==> config.mk <==
export PLATFORM = sky130hd
export DESIGN_NAME = preprocess_dp1_loader
export DESIGN_NICKNAME = d
export VERILOG_FILES = /design/src/rtl/preprocess_pkg.sv /design/src/rtl/preprocess_rd_fifo.sv /design/src/rtl/preprocess_dp1_loader.sv
export SDC_FILE = /design/constraint.sdc
export NUM_CORES = 1
export LEC_CHECK = 0
export BUFFER_PORTS_ARGS = -buffer_cell sky130_fd_sc_hd__buf_2
export CAP_MARGIN = 20
export CORE_MARGIN = 2
export CORE_UTILIZATION = 44
export CTS_CLUSTER_SIZE = 14
export DETAILED_ROUTE_END_ITERATION = 7
export PLACE_DENSITY = 0.67
export SLEW_MARGIN = 20
export SYNTH_ARGS = -nofsm -noshare
export SYNTH_HDL_FRONTEND = slang
export SYNTH_SLANG_ARGS = --single-unit
export TNS_END_PERCENT = 100
==> constraint.sdc <==
create_clock -name clock -period 4.8 [get_ports clock]
set_input_delay 0 -clock clock [delete_from_list [all_inputs] [get_ports clock]]
set_output_delay 0 -clock clock [all_outputs]
set_load 0.005 [all_outputs]
==> src/rtl/preprocess_pkg.sv <==
// Shared types and helpers for the preprocess DP1 loader: FSM states, default
// geometry and the address bit-reversal used for bit-reversed DP1 loads.
package preprocess_pkg;

    localparam int unsigned PV_DW        = 35;
    localparam int unsigned NUM_COEFF    = 4096;
    localparam int unsigned BITREV_MAX_W = 16;
    localparam int unsigned BR_IW        = $clog2(BITREV_MAX_W);

    typedef enum logic [2:0] {
        ST_IDLE,
        ST_LOAD,
        ST_KICK,
        ST_WAIT,
        ST_UNLOAD,
        ST_DONE
    } state_t;

    // Reverse the low w bits of x; bits at or above w come back as zero.
    function automatic logic [BITREV_MAX_W-1:0] bitrev(input logic [BITREV_MAX_W-1:0] x,
                                                       input int unsigned w);
        logic [BITREV_MAX_W-1:0] r;
        r = '0;
        for (int unsigned i = 0; i < BITREV_MAX_W; i++) begin
            if (i < w) r[BR_IW'(i)] = x[BR_IW'(w - 1 - i)];
        end
        return r;
    endfunction

endpackage

==> src/rtl/preprocess_rd_fifo.sv <==
// Small synchronous FIFO catching DP1 read data; count feeds the read-credit check.
module preprocess_rd_fifo #(
    parameter int unsigned WIDTH = 35,
    parameter int unsigned DEPTH = 2
) (
    input  logic                       clock,
    input  logic                       reset,
    input  logic                       push,
    input  logic [WIDTH-1:0]           push_data,
    input  logic                       pop,
    output logic                       empty,
    output logic [WIDTH-1:0]           head,
    output logic [$clog2(DEPTH+1)-1:0] count
);

    localparam int unsigned PTR_W = (DEPTH > 1) ? $clog2(DEPTH) : 1;
    localparam int unsigned CNT_W = $clog2(DEPTH + 1);

    logic [WIDTH-1:0] mem [DEPTH];
    logic [PTR_W-1:0] wr_ptr;
    logic [PTR_W-1:0] rd_ptr;

    function automatic logic [PTR_W-1:0] next_ptr(input logic [PTR_W-1:0] p);
        return (p == PTR_W'(DEPTH - 1)) ? '0 : p + PTR_W'(1);
    endfunction

    always_ff @(posedge clock) begin
        if (push) mem[wr_ptr] <= push_data;
    end

    always_ff @(posedge clock or posedge reset) begin
        if (reset) begin
            wr_ptr <= '0;
            rd_ptr <= '0;
            count  <= '0;
        end else begin
            if (push) wr_ptr <= next_ptr(wr_ptr);
            if (pop)  rd_ptr <= next_ptr(rd_ptr);
            if (push && !pop)      count <= count + CNT_W'(1);
            else if (!push && pop) count <= count - CNT_W'(1);
        end
    end

    assign empty = (count == '0);
    assign head  = mem[rd_ptr];

endmodule

==> src/rtl/preprocess_dp1_loader.sv <==
// Loads a coefficient stream into DP1, kicks the INTT, then streams the
// transformed coefficients back out with credit-based read issue.
module preprocess_dp1_loader #(
    parameter int unsigned DATA_WIDTH = 39,
    parameter int unsigned ADDR_WIDTH = 12,
    parameter int unsigned PV_DW      = preprocess_pkg::PV_DW,
    parameter int unsigned NUM_COEFF  = preprocess_pkg::NUM_COEFF,
    parameter int unsigned BITREV     = 0,
    parameter int unsigned RD_LATENCY = 1
) (
    input  logic                  clock,
    input  logic                  reset,
    input  logic                  i_start,
    output logic                  o_busy,
    output logic                  o_done,
    output logic                  o_err_wide,
    input  logic                  s_valid,
    output logic                  s_ready,
    input  logic [DATA_WIDTH-1:0] s_data,
    output logic                  m_valid,
    input  logic                  m_ready,
    output logic [DATA_WIDTH-1:0] m_data,
    output logic                  o_dp1_wren,
    output logic [ADDR_WIDTH-1:0] o_dp1_wraddr,
    output logic [DATA_WIDTH-1:0] o_dp1_wrdata,
    output logic [ADDR_WIDTH-1:0] o_dp1_rdaddr,
    input  logic [DATA_WIDTH-1:0] i_dp1_rddata,
    output logic                  o_intt_start,
    input  logic                  i_intt_done
);
    import preprocess_pkg::*;

    localparam int unsigned CNT_W  = ADDR_WIDTH + 1;
    localparam int unsigned DEPTH  = RD_LATENCY + 1;
    localparam int unsigned FCNT_W = $clog2(DEPTH + 1);
    localparam logic [CNT_W-1:0] LAST  = CNT_W'(NUM_COEFF - 1);
    localparam logic [CNT_W-1:0] TOTAL = CNT_W'(NUM_COEFF);

    state_t                 state;
    state_t                 state_nxt;
    logic [CNT_W-1:0]       load_cnt;
    logic [CNT_W-1:0]       issue_cnt;
    logic [CNT_W-1:0]       out_cnt;
    logic [RD_LATENCY-1:0]  rd_vld;
    logic                   err_wide;
    logic                   s_beat;
    logic                   issue;
    logic                   pop;
    logic                   fifo_empty;
    logic [FCNT_W-1:0]      fifo_cnt;
    logic [PV_DW-1:0]       fifo_head;
    logic [3:0]             inflight;
    logic [ADDR_WIDTH-1:0]  load_addr;
    logic                   rddata_unused;

    always_ff @(posedge clock or posedge reset) begin
        if (reset) state <= ST_IDLE;
        else       state <= state_nxt;
    end

    always_comb begin
        state_nxt    = state;
        s_ready      = 1'b0;
        o_intt_start = 1'b0;
        o_done       = 1'b0;
        case (state)
            ST_IDLE:   if (i_start) state_nxt = ST_LOAD;
            ST_LOAD: begin
                s_ready = 1'b1;
                if (s_valid && load_cnt == LAST) state_nxt = ST_KICK;
            end
            ST_KICK: begin
                o_intt_start = 1'b1;
                state_nxt    = ST_WAIT;
            end
            ST_WAIT:   if (i_intt_done) state_nxt = ST_UNLOAD;
            ST_UNLOAD: if (pop && out_cnt == LAST) state_nxt = ST_DONE;
            ST_DONE: begin
                o_done    = 1'b1;
                state_nxt = ST_IDLE;
            end
            default:   state_nxt = ST_IDLE;
        endcase
    end

    always_ff @(posedge clock or posedge reset) begin
        if (reset) begin
            load_cnt  <= '0;
            issue_cnt <= '0;
            out_cnt   <= '0;
            err_wide  <= 1'b0;
        end else begin
            if (state == ST_IDLE && i_start) begin
                load_cnt  <= '0;
                issue_cnt <= '0;
                out_cnt   <= '0;
                err_wide  <= 1'b0;
            end
            if (s_beat) begin
                load_cnt <= load_cnt + CNT_W'(1);
                if (|s_data[DATA_WIDTH-1:PV_DW]) err_wide <= 1'b1;
            end
            if (issue) issue_cnt <= issue_cnt + CNT_W'(1);
            if (pop)   out_cnt   <= out_cnt + CNT_W'(1);
        end
    end

    // Valid bits track each issued read until its data appears on i_dp1_rddata.
    always_ff @(posedge clock or posedge reset) begin
        if (reset) rd_vld <= '0;
        else       rd_vld <= RD_LATENCY'({rd_vld, issue});
    end

    // Credit: reads in flight plus buffered words never exceed FIFO depth;
    // a same-cycle pop frees one slot so full rate is kept with m_ready high.
    assign inflight = 4'($countones(rd_vld));
    assign issue    = (state == ST_UNLOAD) && (issue_cnt < TOTAL) &&
                      ((inflight + 4'(fifo_cnt)) < (4'(DEPTH) + 4'(pop)));

    preprocess_rd_fifo #(
        .WIDTH (PV_DW),
        .DEPTH (DEPTH)
    ) u_fifo (
        .clock     (clock),
        .reset     (reset),
        .push      (rd_vld[RD_LATENCY-1]),
        .push_data (i_dp1_rddata[PV_DW-1:0]),
        .pop       (pop),
        .empty     (fifo_empty),
        .head      (fifo_head),
        .count     (fifo_cnt)
    );

    assign rddata_unused = ^i_dp1_rddata[DATA_WIDTH-1:PV_DW];

    assign load_addr = (BITREV != 0)
                     ? ADDR_WIDTH'(bitrev(BITREV_MAX_W'(load_cnt[ADDR_WIDTH-1:0]), ADDR_WIDTH))
                     : load_cnt[ADDR_WIDTH-1:0];

    assign s_beat       = s_valid && s_ready;
    assign o_dp1_wren   = s_beat;
    assign o_dp1_wraddr = s_beat ? load_addr : '0;
    assign o_dp1_wrdata = s_beat ? DATA_WIDTH'(s_data[PV_DW-1:0]) : '0;
    assign o_dp1_rdaddr = issue_cnt[ADDR_WIDTH-1:0];

    assign m_valid    = (state == ST_UNLOAD) && !fifo_empty;
    assign pop        = m_valid && m_ready;
    assign m_data     = m_valid ? DATA_WIDTH'(fifo_head) : '0;
    assign o_busy     = (state != ST_IDLE);
    assign o_err_wide = err_wide;

endmodule

Yosys cells after proc, flatten, opt, wreduce, memory -nomap -nowiden

Memory sizes are Yosys's and may differ from the RTL's.
Index checks and enable logic that the tools add are counted.
Widths: inputs -> output; s select.

Bits in latches: 0
Bits of input ports: 84
Memory bits (read-only): 0
Word-level logic and storage cells: 78
Output and inout bits: 109
RAM bits: 70
Bits in registers: 48
Memories: 1

Reduce and logical (&&, ||, !) cells: 22
Shift operators: 0
Equal/unequal tests: 11
Bitwise gates (word level): 0
Add/sub/neg operators: 9
Multipliers: 0
$lt $le $gt $ge: 2
Muxes and demuxes: 24
Div/mod/pow operators: 0

Memory list:

| name       | words | bits a word | read ports | clocked after memory_dff | write ports | RTL line                 | text |
|---|---|---|---|---|---|---|---|
| u_fifo.mem | 2     | 35          | 1          | 0                        | 1           | preprocess_rd_fifo.sv:19 | `logic [WIDTH-1:0] mem [DEPTH];` |

Operator list:

| kind                  | count |
|---|---|
| $mux 35               | 2 |
| $mux 13               | 4 |
| $add 13x1->13 const B | 3 |
| $eq 13x12->1 const B  | 2 |
| $pmux 3 s5            | 1 |
| $lt 13x13->1 const B  | 1 |
| $mux 12               | 1 |
| $mux 3                | 4 |
| $logic_and 1x1->1     | 10 |
| $mux 1                | 10 |
| $ne 2x2->1 const B    | 4 |
| $reduce_bool 2->1     | 4 |
| $eq 3x2->1 const B    | 2 |
| $eq 3x3->1 const B    | 2 |
| $mux 2                | 2 |
| $reduce_and 4->1      | 1 |
| $reduce_or 4->1       | 1 |
| $add 1x2->3           | 1 |
| $add 2x1->3 const A   | 1 |
| $eq 3x1->1 const B    | 1 |
| $logic_not 1->1       | 3 |
| $logic_not 3->1       | 1 |
| $lt 3x3->1            | 1 |
| $reduce_bool 3->1     | 1 |
| other kinds (4)       | 5 |

Depth between registers and ports, before layout

Gate-level depths: netlist of run 1.

Depth in word-level cells: 8
Depth in mapped cells: 9
Gate-level depth less buffers: 7

Hierarchy

A second synthesis of run 1 with hierarchy kept.

Cells, all modules: 503
Area, all modules: 5963.2 um^2

Modules (own cells, without submodules):

| module                | times used | sequential area each (um^2) | area an instance (um^2) | cells each |
|---|---|---|---|---|
| preprocess_dp1_loader | 1          | 1101.1                      | 3103.0                  | 378 |
| preprocess_rd_fifo    | 1          | 2202.1                      | 2860.2                  | 125 |

Least setup slack after synthesis of run 1

Ideal clock, no wire load.

Kind: register -> register
Start point: register rd_vld
End point: memory u_fifo.mem[0][0], enable pin
Cell stages (with the launch flop): 2
Data required time: 4.369 ns
Arrival: 2.001 ns
Path buffers: 0
Setup time: 0.431 ns
Period minus slack after synthesis: 2.432 ns
Path slack: 2.368 ns
Path through: dfrtp_1 > nor2b_1

Word-level cells in the longest chain between the ends: 2

RTL lines:

| item                         | RTL line                     | text |
|---|---|---|
| from (decl)                  | preprocess_dp1_loader.sv:44  | `logic [RD_LATENCY-1:0] rd_vld;` |
| from (signal assigned)       | preprocess_dp1_loader.sv:111 | `else rd_vld <= RD_LATENCY'({rd_vld, issue});` |
| $mux 1                       | preprocess_rd_fifo.sv:28     | `if (push) mem[wr_ptr] <= push_data;` |
| $mux 1 (implied by the code) | preprocess_rd_fifo.sv:28     |  |
| to (decl)                    | preprocess_rd_fifo.sv:19     |  |

No other way between the ends.

Worst setup path after layout of run 1

Start point: register state[1]
End point: register u_fifo.count[1]

Word-level cells in the longest chain between the ends: 6
Elaborated cells on any way between the ends: 8
Classes of those cells: eq/ne: 1; mux: 1; reduce/logical: 6

RTL lines:

| item                                        | RTL line                     | text |
|---|---|---|
| from (decl)                                 | preprocess_dp1_loader.sv:39  | `state_t state;` |
| from (signal assigned)                      | preprocess_dp1_loader.sv:58  | `else state <= state_nxt;` |
| $eq 3x3->1 *                                | preprocess_dp1_loader.sv:146 | `assign m_valid = (state == ST_UNLOAD) && !fifo_empty;` |
| $logic_and 1x1->1 *                         | preprocess_dp1_loader.sv:146 |  |
| $logic_and 1x1->1 *                         | preprocess_dp1_loader.sv:147 | `assign pop = m_valid && m_ready;` |
| $logic_not 1->1                             | preprocess_rd_fifo.sv:39     | `if (push && !pop) count <= count + CNT_W'(1);` |
| $logic_and 1x1->1                           | preprocess_rd_fifo.sv:39     |  |
| $mux 2 or $reduce_bool 2->1 (tied branches) | -                            |  |
| to (signal assigned)                        | preprocess_rd_fifo.sv:39     |  |
| to (signal assigned)                        | preprocess_rd_fifo.sv:40     | `else if (!push && pop) count <= count - CNT_W'(1);` |
| to (decl)                                   | preprocess_rd_fifo.sv:13     | `output logic [$clog2(DEPTH+1)-1:0] count` |

Mark *: on every way between the ends. The rest lies on a longest branch, timed or not.
A chain may end at the register's enable or synchronous reset.

==> metrics.md, run 1 <==
| Metric | Value |
|---|---|
| Final core utilization | about three fifths |
| Synth Area in Simple Gates | between 10% and 20% |
| RSZ-0062 raised after global routing | false |
| VDD IR-drop max | approximately 200 µV |
| Core box area | 12600 µm² |
| First-iteration detailed-routing DRC count | between 300 and 400 |
| Placed cell area | roughly 6600 µm² |
| Initial Utilization | between 40 and 50% |
| Synth area leader | edfxtp_1 |
| Setup crit end | u_fifo.count[1] |
| Worst reg2reg startpoint | state[1] |
| Avg Inst Size Synth | between 10 and 15 µm² |
| Fmax | between 300 and 400 MHz |
| Number of global-route vias before repair | 4350 |
| Cell Chain, Critical Path | or3b_1 > nor2_1 > inv_1 > ha_1 > xor2_1 > nor2_1 > xor2_1 |
| Maximum buffer depth of the clock tree | 2 |
| Ports | slightly below 200 |
| Crit path max-delay cell type | nor2_1 |
| H-tree Lvls | 4 |
| Layout area overhead | 34.5% |
| Synth Area in Compound Gates | roughly 7.3% |
| Number of antenna diodes | 0 |
| Leakage | 3.45 nW |
| Crit-path max FO | 13 |
| Pins Over Slew Limit | 0 |
| XOR/XNOR share of the synthesized area | around 1.2% |
| Clock root cell | clkbuf_16 |
| Power per standard cell area | 438 nW/µm² |
| Adder-Cell Fraction of Synth Area | under 10% |
| DRC | 0 |
| CP arrival | 3.20 ns |
| Clk_lat worst skew | roughly 0.4 ns |
| Global-route wire length before repair | between 20 and 25 mm |
| Critical register-to-register path endpoint | u_fifo.count[1] |
| CP max stage delay | 0.68 ns |
| Num rows | ~40 |
| Max Cap Violations | 0 |
| Top cells by area, synth | edfxtp_1, dfrtp_1, mux2i_1 |
| Worst path required time | ~5 ns |
| Die Width | about 120 µm |
| Initial antenna violation count | 0 |
| Largest net degree at the start of global routing | 57 |
| Crit path time final | 2.87 ns |
| Register-to-Register Path Depth | 7 |
| WP depth | 7 |
| Layout cell share with drive strength beyond 1 | 30.6% |
| Crit. End Element | register |
| Critical path buffer and inverter count | 1 |
| Setup-failing EPs final | 0 |
| Final wirelength | 12.6 mm |
| Power Total | between 3 and 4 mW |
| Largest family of logic cells by synthesized area | simple AND/OR/NAND/NOR gates |
| CTS tree | yes |
| Fin nets | about 800 |
| Synth Instances | between 500 and 600 |
| CP startpoint kind | register |
| Final Wtd Congestion | slightly below 0.8 |
| Setup Fix Bufs, Post-CTS | 0 |
| Clock Pin Slew Worst Setup and Hold Paths | about 0.050 ns |
| Detail Placement HPWL | ~8.3 mm |
| Flops & latches, synth | 118 |
| Die area | roughly 14000 µm² |
| Run status | finished, final reports clean |
| HP Class | in2reg |
| TritonCTS Buffers | 17 |
| Routed Antenna Nets | 0 |
| Post-synth top area share | between 30% and 40% |
| DR WL/cell | approximately 14 µm |
| Die Y-Extent | 117 µm |
| Rel. slew slack | around 27% |
| Synth warnings | 0 |
| Vias per cell | 4.97 |
| GRT Resource Usage Total | between 10% and 20% |
| Post-Layout Inst Area | ~7600 µm² |
| Cell family with most CP delay | simple AND/OR/NAND/NOR gates |
| Unique masters post-synth | between 50 and 60 |
| Final Hold Fails | 0 |
| Asr flop ratio synth | just over 40% |
| Routed vias | between 4k and 5k |
| CP startpoint | state[1] |
| WS Path Type | reg2reg |
| Seq/Total Area, Yosys | 58.3% |
| Pre-antenna DRT Iters | 6 |
| Synth Cell Area | 5670 µm² |
| Tightest Pin Transition | 1.09 ns |
| Post-synthesis mux area share | 7.42% |
| Setup TNS | 0 ns |
| Crit share post-route | about three fifths |
| Worst clock skew | 0.0162 ns |
| Grt ovf | 0 |
| Reg2reg setup slack | 1.93 ns |
| Clock sink total | around 120 |
| IO Port Bufs | 180 |
| Ys flop type | edfxtp_1 |
| Post-synth EDFFs | 70 |
==> Yosys cell counts (5+ instances only) <==
| master | count |
|---|---|
| buf_4 | 20 |
| nor4_1 | 5 |
| and3_1 | 7 |
| xnor2_1 | 5 |
| ha_1 | 6 |
| clkbuf_1 | 22 |
| nand3_1 | 15 |
| o21ai_0 | 24 |
| nand2_1 | 27 |
| dfrtp_1 | 48 |
| nor3_1 | 10 |
| mux2i_1 | 42 |
| inv_1 | 17 |
| edfxtp_1 | 70 |
| nand4_1 | 13 |
| or3_1 | 5 |
| and2_1 | 50 |
| a21oi_1 | 10 |
| nor2_1 | 46 |
==> through the flow <==
stage | cells | hold slack, ns | worst slack, ns
final | 892 | 0.0262 | 1.93
after global routing | 892 | 0.0282 | 1.61
after CTS | 892 | 0.0207 | 1.93
after detailed placement | 820 | 0.191 | 1.95
after global placement | 820 | 0.189 | 2.03
after floorplan | 509 | 0.0989 | 2.37
==> registers in the layout, summed over array words and instances (netlist names) <==
name,flops
u_fifo.mem,70
issue_cnt,13
load_cnt,13
out_cnt,13
state,3
u_fifo.count,2
o_err_wide,1
rd_vld,1
u_fifo.rd_ptr,1
u_fifo.wr_ptr,1
==> layout by cell type, fill, tap and decap left out, types with 4 or more instances in the layout <==
| cell | synthesis | routed |
|---|---|---|
| o211ai_1 | 4 | 4 |
| bufinv_16 | 0 | 4 |
| nand3_1 | 15 | 15 |
| o21ai_0 | 24 | 23 |
| and2_1 | 50 | 50 |
| buf_4 | 20 | 4 |
| a31oi_1 | 4 | 4 |
| edfxtp_1 | 70 | 70 |
| xnor2_1 | 5 | 5 |
| o21bai_1 | 4 | 4 |
| nor4_1 | 5 | 5 |
| nor2_1 | 46 | 46 |
| nand2b_1 | 4 | 4 |
| nand2_1 | 27 | 27 |
| mux2i_1 | 42 | 42 |
| conb_1 | 1 | 8 |
| or3_1 | 5 | 5 |
| inv_1 | 17 | 16 |
| o31ai_1 | 4 | 4 |
| ha_1 | 6 | 6 |
| and3_1 | 7 | 7 |
| dfrtp_1 | 48 | 47 |
| buf_2 | 2 | 180 |
| clkbuf_16 | 0 | 17 |
| dlygate4sd3_1 | 0 | 40 |
| a21oi_1 | 10 | 10 |
| nand4_1 | 13 | 13 |
| nor3_1 | 10 | 9 |
==> worst min-delay path by stage <==
stage | startpoint | cells past startpoint | endpoint | slack [ns]
after global placement | i_dp1_rddata[32] | 1 | u_fifo.mem[0][32] | 0.19
final | s_valid | 4 | state[1] | 0.03
after floorplan | i_dp1_rddata[0] | 0 | u_fifo.mem[0][0] | 0.1
after detailed placement | i_dp1_rddata[25] | 1 | u_fifo.mem[1][25] | 0.19
after global routing | s_valid | 4 | state[1] | 0.03
after CTS | s_valid | 4 | state[1] | 0.02
==> tightest hold or removal path, cell delays in order <==
cell      delay, ns
buf_2          0.12
inv_1          0.05
o41a_1         0.16
a211oi_1       0.05
==> routing by layer <==
layer  track usage, %  vias to the layer above  wire length (µm)
met5                0                        -                 0
met4             5.50                        0                58
met3             5.52                        4               873
met2             30.7                      189              6210
met1             23.2                     2061              5440
li1                 -                     2179                 -
==> cells by family after synthesis <==
group / count (synthesis)
compound gates: 66
xor+xnor: 8
fa+ha+maj: 6
buf+inv: 62
flops: 118
mux: 42
other cells: 1
simple gates: 199
==> power breakdown <==
group | total [mW] | switching, mW | internal (mW)
Clock | 1.30 | 0.433 | 0.866
Sequential | 1.35 | 0.169 | 1.18
Combinational | 0.693 | 0.344 | 0.349
==> what timing repair did <==
action / CTS / global route
hold buffers: 40 / 0
endpoints found under the hold margin: 122 / 0
resized for setup: 0 / 0
==> cell type report <==
type / count / area (µm²)
fillers: 1082 / 4990
flip-flops and latches: 118 / 3300
multi-input cells: 329 / 2100
repair buffers: 224 / 1330
clock buffers: 19 / 433
well taps: 172 / 215
clock inverters: 13 / 180
inverters: 17 / 65.1
Power figures use the tool's default switching activity.
==> inputs of run 2 (changes only) <==
Settings changed: ABC_AREA set to 1.
Clock period 4.8 ns to 2.9 ns, I/O delays scaled along.
==> run 2 against run 1 <==
Effect of this change: sequential power grew 50%; critical path type unchanged; total power grew 60%; largest power group unchanged; flip-flop and latch count is the same; first-iteration DRC count shrank 31%; largest cell class unchanged.
==> metrics.md, run 2 <==
| Metric | Value |
|---|---|
| Run status | finished, final reports clean (unchanged) |
| Rel. slew slack | 61.2% (was 27.5%) |
| Largest net degree at the start of global routing | 56 (was 57) |
| Post-synth top area share | 36.1% (was 37.1%) |
| Largest family of logic cells by synthesized area | simple AND/OR/NAND/NOR gates (unchanged) |
| XOR/XNOR share of the synthesized area | 2.11% (was 1.24%) |
| TritonCTS Buffers | 17 (unchanged) |
| IO Port Bufs | 180 (unchanged) |
| H-tree Lvls | 4 (unchanged) |
| Synth Instances | 656 (was 502) |
| HP Class | in2reg (unchanged) |
| DRC | 0 (unchanged) |
| Leading cell type in the layout, fill and taps excluded | buf_2 (unchanged) |
| WS Path Type | reg2reg (unchanged) |
| Reg2reg setup slack | 0.74 ns (was 1.93 ns) |
| Num rows | 42 (was 41) |
| Post-synth EDFFs | 70 (unchanged) |
| Power Total | 5.34 mW (was 3.34 mW) |
| Worst clock skew | 0.00500 ns (was 0.0162 ns) |
| Clk_lat worst skew | 0.41 ns (was 0.40 ns) |
| Setup TNS | 0 ns (unchanged) |
| Asr flop ratio synth | 40.7% (unchanged) |
| CP arrival | 2.44 ns (was 3.20 ns) |
| Hold_ws | 0.0302 ns (was 0.0262 ns) |
| Fin nets | 959 (was 797) |
| Final Hold Fails | 0 (unchanged) |
| RSZ-0062 raised after global routing | false (unchanged) |
| Post-Layout Cell Count | 1058 (was 892) |
| Ys flop type | edfxtp_1 (unchanged) |
| Initial antenna violation count | 0 (unchanged) |
| Adder-Cell Fraction of Synth Area | 1.29% (was 1.32%) |
| Synth Cell Area | 5820 µm² (was 5670 µm²) |
| Post-cts resize count | 0 (unchanged) |
| Maximum buffer depth of the clock tree | 2 (unchanged) |
| Global-route wire length before repair | 20.8 mm (was 20.6 mm) |
| Die Width | 119 µm (was 117 µm) |
| Power per standard cell area | 686 nW/µm² (was 438 nW/µm²) |
| Crit. End Element | register (unchanged) |
| Tightest Pin Transition | 0.581 ns (was 1.09 ns) |
| VDD IR-drop max | 433 µV (was 197 µV) |
| Setup Fix Bufs, Post-CTS | 0 (unchanged) |
| Placed cell area | 6770 µm² (was 6610 µm²) |
| Crit-path max FO | 14 (was 13) |
| Final wirelength | 12.8 mm (was 12.6 mm) |
| Number of global-route vias before repair | 4528 (was 4350) |
| Setup-failing EPs final | 0 (unchanged) |
| Commonest cells after routing, fill and taps aside | buf_2, nand2_1, inv_1 (was buf_2, edfxtp_1, and2_1) |
| Critical register-to-register path endpoint | u_fifo.count[1] (unchanged) |
| CP startpoint kind | register (unchanged) |
| Pins Over Slew Limit | 0 (unchanged) |
| Synth Area in Simple Gates | 21.7% (was 18.9%) |
| Seq pwr share | 37.8% (was 40.3%) |
| Worst reg2reg startpoint | state[1] (unchanged) |
| Synth warnings | 0 (unchanged) |
| Crit path time final | 2.16 ns (was 2.87 ns) |
| # hold bufs at CTS | 40 (unchanged) |
| Die area | 14200 µm² (was 13800 µm²) |
| GRT Resource Usage Total | 18.3% (was 18.4%) |
| Post-synthesis mux area share | 0% (was 7.42%) |
| Unique masters post-synth | 37 (was 51) |
| First-iteration detailed-routing DRC count | 243 (was 350) |
| Routed Antenna Nets | 0 (unchanged) |
| Synth area leader | edfxtp_1 (unchanged) |
| Seq/Total Area, Yosys | 56.7% (was 58.3%) |
| Layout cell share with drive strength beyond 1 | 26.4% (was 30.6%) |
| DR WL/cell | 12.1 µm (was 14.1 µm) |
| Most common cell in the netlist | nand2_1 (was edfxtp_1) |
| Fmax | 463 MHz (was 348 MHz) |
| Core box area | 13100 µm² (was 12600 µm²) |
| CP startpoint | state[1] (unchanged) |
| CTS tree | yes (unchanged) |
| Vias per cell | 4.62 (was 4.97) |
| Register area | 3300 µm² (about the same) |
| Initial Utilization | 44.5% (was 44.9%) |
| Grt ovf | 0 (unchanged) |
| Reg with most FFs | u_fifo.mem (unchanged) |
| Worst path required time | 3.18 ns (was 5.12 ns) |
| Final Wtd Congestion | 0.859 (was 0.771) |
| Die Y-Extent | 119 µm (was 117 µm) |
| Clock sink total | 118 (unchanged) |
| Number of antenna diodes | 0 (unchanged) |
| Post-placement cell count | 985 (was 820) |
| Sw Share | 31.4% (was 28.3%) |
| Max reg flops | 70 (unchanged) |
| Clock root cell | clkbuf_16 (unchanged) |
| Pre-antenna DRT Iters | 7 (was 6) |
| Ports | 193 (unchanged) |
| Max Cap Violations | 0 (unchanged) |
| Clock Pin Slew Worst Setup and Hold Paths | 0.05 ns (about the same) |
| Pint | 3.66 mW (was 2.39 mW) |
| Most frequent cells after synthesis | nand2_1, inv_1, nor2_1 (was edfxtp_1, and2_1, dfrtp_1) |
| Avg Inst Size Synth | 8.88 µm² (was 11.3 µm²) |
| Routed vias | 4884 (was 4433) |
| Register-to-Register Path Depth | 8 (was 7) |
| Multi-input gate area | 1930 µm² (was 2100 µm²) |
| Leakage | 3.86 nW (was 3.45 nW) |
| Fill count | 1125 (was 1082) |
| Logic pwr share | 24.3% (was 20.8%) |
| Clk pwr share | 37.9% (was 38.9%) |
| Setup crit end | u_fifo.count[1] (unchanged) |
| Switching pwr | 1.68 mW (was 0.946 mW) |
| Flops & latches, synth | 118 (unchanged) |
| Detail Placement HPWL | 8.45 mm (was 8.34 mm) |
| Top cells by area, synth | edfxtp_1, dfrtp_1, nand2_1 (was edfxtp_1, dfrtp_1, mux2i_1) |
| Synth Area in Compound Gates | 7.50% (was 7.31%) |
| Crit share post-route | 74.5% (was 59.8%) |
| Layout area overhead | 33.6% (was 34.5%) |
| Post-Layout Inst Area | 7780 µm² (was 7630 µm²) |
## run 2: changes by cell type in the layout (fill, tap and decap cells not counted), moves of 24 or more
| cell | before | now |
|---|---|---|
| inv_1 | 16 | 93 |
| nor2_1 | 46 | 70 |
| mux2i_1 | 42 | 0 |
| a21oi_1 | 10 | 51 |
| and2_1 | 50 | 0 |
| nand2_1 | 27 | 168 |
## run 2: worst min-delay path by stage
stage | from | to | depth (start not counted)
2_1_floorplan | s_data[0] | o_dp1_wrdata[0] | 2
3_3_place_gp | reset | issue_cnt[8] | 2
3_5_place_dp | reset | issue_cnt[0] | 2
4_1_cts | m_ready | out_cnt[1] | 5
5_1_grt | m_ready | out_cnt[1] | 5
6_report | m_ready | out_cnt[1] | 5
## run 2: area by class of cell
type	count	area share [%]
Clock buffer	18	5.52
Clock inverter	14	1.93
Inverter	96	4.65
Multi-Input combinational cell	408	24.9
Sequential cell	118	42.5
Tap cell	176	2.83
Timing Repair Buffer	228	17.8
## run 2: through the flow
stage / utilization (%) / setup slack, ns
2_1_floorplan: - / 0.539
3_3_place_gp: 51.8 / 0.818
3_5_place_dp: 51.8 / 0.720
4_1_cts: 59.2 / 0.713
5_1_grt: 59.5 / 0.580
6_report: 59.5 / 0.740
## run 2: routing by layer
metal	share of wire [%]	routed length (µm)	vias up	global-route usage, %
li1	-	-	2502	-
met1	44	5610	2212	23.3
met2	49	6270	158	30.5
met3	6.5	829	12	5.46
met4	0.71	91	0	5.13
met5	0	0	-	0
## run 2: power groups by stage
| stage | logic (mW) | registers [mW] | clock network (mW) |
|---|---|---|---|
| after detailed placement | 1.23 | 2.05 | 0 |
| after floorplan | 0.840 | 2.01 | 0 |
| final | 1.30 | 2.02 | 2.02 |
| after global placement | 1.21 | 2.04 | 0 |
| after global routing | 1.47 | 2.04 | 2.14 |
| after CTS | 1.28 | 2.02 | 2.07 |
## run 2: kinds of logic after synthesis
family | count (synthesis)
AOI/OAI and AO/OA | 82
and+or+nand+nor | 298
adders and majority gates | 6
buffers and inverters | 137
other | 1
DFF | 118
xor gates and xnor gates | 14
## run 2: critical path: stages (launching register included)
cell and delay [ns]:
dfrtp_1 0.47, nor2_4 0.20, nand3_4 0.11, nor2_4 0.30, inv_1 0.18, ha_1 0.33, a21oi_1 0.14, o21ai_0 0.14
xor2_1 0.16
==> inputs of run 3 (changes only) <==
Settings changed: ABC_AREA 1 to 0.
Clock period 2.9 ns to 2.26 ns, I/O delays scaled along.
==> run 3 against run 2 <==
Effect of this change: non-clock buffer count up 9; setup slack worse by 0.53 ns; critical path depth down 2; largest cell class unchanged; clock-buffer cell count down 1; sequential share of layout area up 0.35 points; global-route usage up 1.0 points; register-to-register slack worse by 0.50 ns; die area down 2.6%.
==> metrics.md, run 3 (same netlist as run 1, synthesis figures left out) <==
| Metric | Value |
|---|---|
| Detail Placement HPWL | 9.00 mm (was 8.45 mm) |
| Max reg flops | 70 (unchanged) |
| Clock root cell | clkbuf_16 (unchanged) |
| Pre-antenna DRT Iters | 4 (was 7) |
| Worst reg2reg startpoint | state[0] (was state[1]) |
| Die Y-Extent | 117 µm (was 119 µm) |
| Grt ovf | 0 (unchanged) |
| First-iteration detailed-routing DRC count | 311 (was 243) |
| Ports | 193 (unchanged) |
| Final wirelength | 13.2 mm (was 12.8 mm) |
| Hold_ws | 0.0365 ns (was 0.0302 ns) |
| Post-Layout Inst Area | 7720 µm² (was 7780 µm²) |
| Register area | 3300 µm² (about the same) |
| Switching pwr | 2.14 mW (was 1.68 mW) |
| Final Wtd Congestion | 0.830 (was 0.859) |
| Leakage | 3.51 nW (was 3.86 nW) |
| DRC | 0 (unchanged) |
| Core box area | 12600 µm² (was 13100 µm²) |
| CP arrival | 2.05 ns (was 2.44 ns) |
| Worst Hold Launch | s_valid (was m_ready) |
| Number of global-route vias before repair | 4473 (was 4528) |
| CTS tree | yes (unchanged) |
| Clk pwr share | 37.2% (was 37.9%) |
| Crit path time final | between 2 and 2.5 ns |
| Power per standard cell area | 924 nW/µm² (was 686 nW/µm²) |
| Num rows | 41 (was 42) |
| Setup-failing EPs final | 0 (unchanged) |
| Routed vias | 4496 (was 4884) |
| Fmax | slightly below 500 MHz |
| Clock sink total | 118 (unchanged) |
| Vias per cell | 4.97 (was 4.62) |
| Multi-input gate area | 2090 µm² (was 1930 µm²) |
| GRT Resource Usage Total | 19.3% (was 18.3%) |
| Fill count | 1005 (was 1125) |
| Maximum buffer depth of the clock tree | 2 (unchanged) |
| Initial antenna violation count | 1 (was 0) |
| Placed cell area | 6740 µm² (was 6770 µm²) |
| Crit share post-route | 90.9% |
| H-tree Lvls | 4 (unchanged) |
| Leading cell type in the layout, fill and taps excluded | buf_2 (unchanged) |
| Sw Share | 30.1% (was 31.4%) |
| IO Port Bufs | 180 (unchanged) |
| Pins Over Slew Limit | 0 (unchanged) |
| Logic pwr share | 25.6% (was 24.3%) |
| VDD IR-drop max | 494 µV (was 433 µV) |
| Final WS setup | 0.206 ns (was 0.740 ns) |
| TritonCTS Buffers | 17 (unchanged) |
| Post-cts resize count | 0 (unchanged) |
| Final core utilization | 61.2% (was 59.5%) |
| Fin nets | 810 (was 959) |
| Run status | finished, final reports clean (unchanged) |
| HP Class | in2reg (unchanged) |
| Largest net degree at the start of global routing | 53 (was 56) |
| Layout area overhead | 36.2% (was 33.6%) |
| Seq pwr share | 37.2% (was 37.8%) |
| Crit. End Element | primary output (was register) |
| Crit-path max FO | 36 (was 14) |
| Pint | 4.99 mW (was 3.66 mW) |
| Initial Utilization | 44.9% (was 44.5%) |
| RSZ-0062 raised after global routing | false (unchanged) |
| CP startpoint | state[0] (was state[1]) |
| WS Path Type | reg2out (was reg2reg) |
| Global-route wire length before repair | 21.5 mm (was 20.8 mm) |
| Die Width | 117 µm (was 119 µm) |
| DR WL/cell | 14.6 µm (was 12.1 µm) |
| Clk_lat worst skew | 0.41 ns (about the same) |
| CP startpoint kind | register (unchanged) |
| Clock Pin Slew Worst Setup and Hold Paths | 0.06 ns (was 0.05 ns) |
| Worst clock skew | 0.00763 ns (was 0.00500 ns) |
| Tightest Pin Transition | 0.612 ns (was 0.581 ns) |
| Placement Setup Slack | 0.255 ns (was 0.720 ns) |
| Max Cap Violations | 0 (unchanged) |
| Number of antenna diodes | 0 (unchanged) |
| Routed Antenna Nets | 0 (unchanged) |
| Layout cell share with drive strength beyond 1 | 32.5% (was 26.4%) |
| Commonest cells after routing, fill and taps aside | buf_2, edfxtp_1, and2_1 (was buf_2, nand2_1, inv_1) |
| Final Hold Fails | 0 (unchanged) |
| Rel. slew slack | 59.2% (was 61.2%) |
| Worst path required time | 2.26 ns (was 3.18 ns) |
| Reg with most FFs | u_fifo.mem (unchanged) |
| Setup TNS | 0 ns (unchanged) |
| Die area | 13800 µm² (was 14200 µm²) |
-- run 3: cell count changes in the layout (fill, tap and decap cells not counted), sizes merged, moves of 8 or more --
cell   change
buf       +10
inv       -75
nor2      -30
a21oi     -41
mux2i     +42
nand2    -145
and2      +50
nand3     -16
xor2       -8
-- run 3: layer usage --
metal | track usage, % | routed length, µm
met3 | 5.28 | 850
met5 | 0 | 0
met1 | 23.7 | 5750
met2 | 33.3 | 6510
met4 | 6.25 | 108
-- run 3: final cells by class --
cell class	instances	share of cell area [%]
Multi-Input combinational cell	329	27.1
Timing Repair Buffer	237	18.8
Clock buffer	17	5.51
Inverter	17	0.827
Sequential cell	118	42.8
Tap cell	172	2.79
Clock inverter	15	2.16
-- run 3: power groups by stage --
stage / registers (mW) / clock network, mW / logic (mW)
after floorplan: 2.65 / 0 / 1.17
after CTS: 2.65 / 2.70 / 1.84
after global placement: 2.68 / 0 / 1.72
after detailed placement: 2.69 / 0 / 1.77
after global routing: 2.68 / 2.80 / 2.03
final: 2.65 / 2.65 / 1.82
-- run 3: stage by stage --
stage,cells,power [mW]
2_1_floorplan,509,3.82
3_3_place_gp,834,4.40
3_5_place_dp,834,4.46
4_1_cts,905,7.19
5_1_grt,905,7.50
6_report,905,7.13
-- run 3: worst max-delay path, cell delays in order, from the launching register on --
cell,delay (ns)
dfrtp_1,0.39
buf_4,0.18
nor3b_1,0.37
o21ai_2,0.11
buf_4,0.27
nor2_1,0.18
buf_2,0.14
-- run 3: worst paths after layout --
| check | endpoint | slack [ns] | depth (start not counted) |
|---|---|---|---|
| worst min-delay path | state[1] | 0.04 | 4 |
| max in group asynchronous | load_cnt[0] | 1.49 | 4 |
| worst max register to register | issue_cnt[9] | 0.24 | 4 |
| worst max-delay path | m_data[28] | 0.21 | 6 |
| worst min register to register | u_fifo.rd_ptr | 0.47 | 1 |
| min in group asynchronous | issue_cnt[3] | 0.23 | 3 |
-- run 3: timing repair --
item / 4_1_cts / 5_1_grt
endpoints found under the hold margin: 97 / 0
setup buffers: 0 / 0
hold buffers: 39 / 0
setup endpoints to repair: 0 / 0
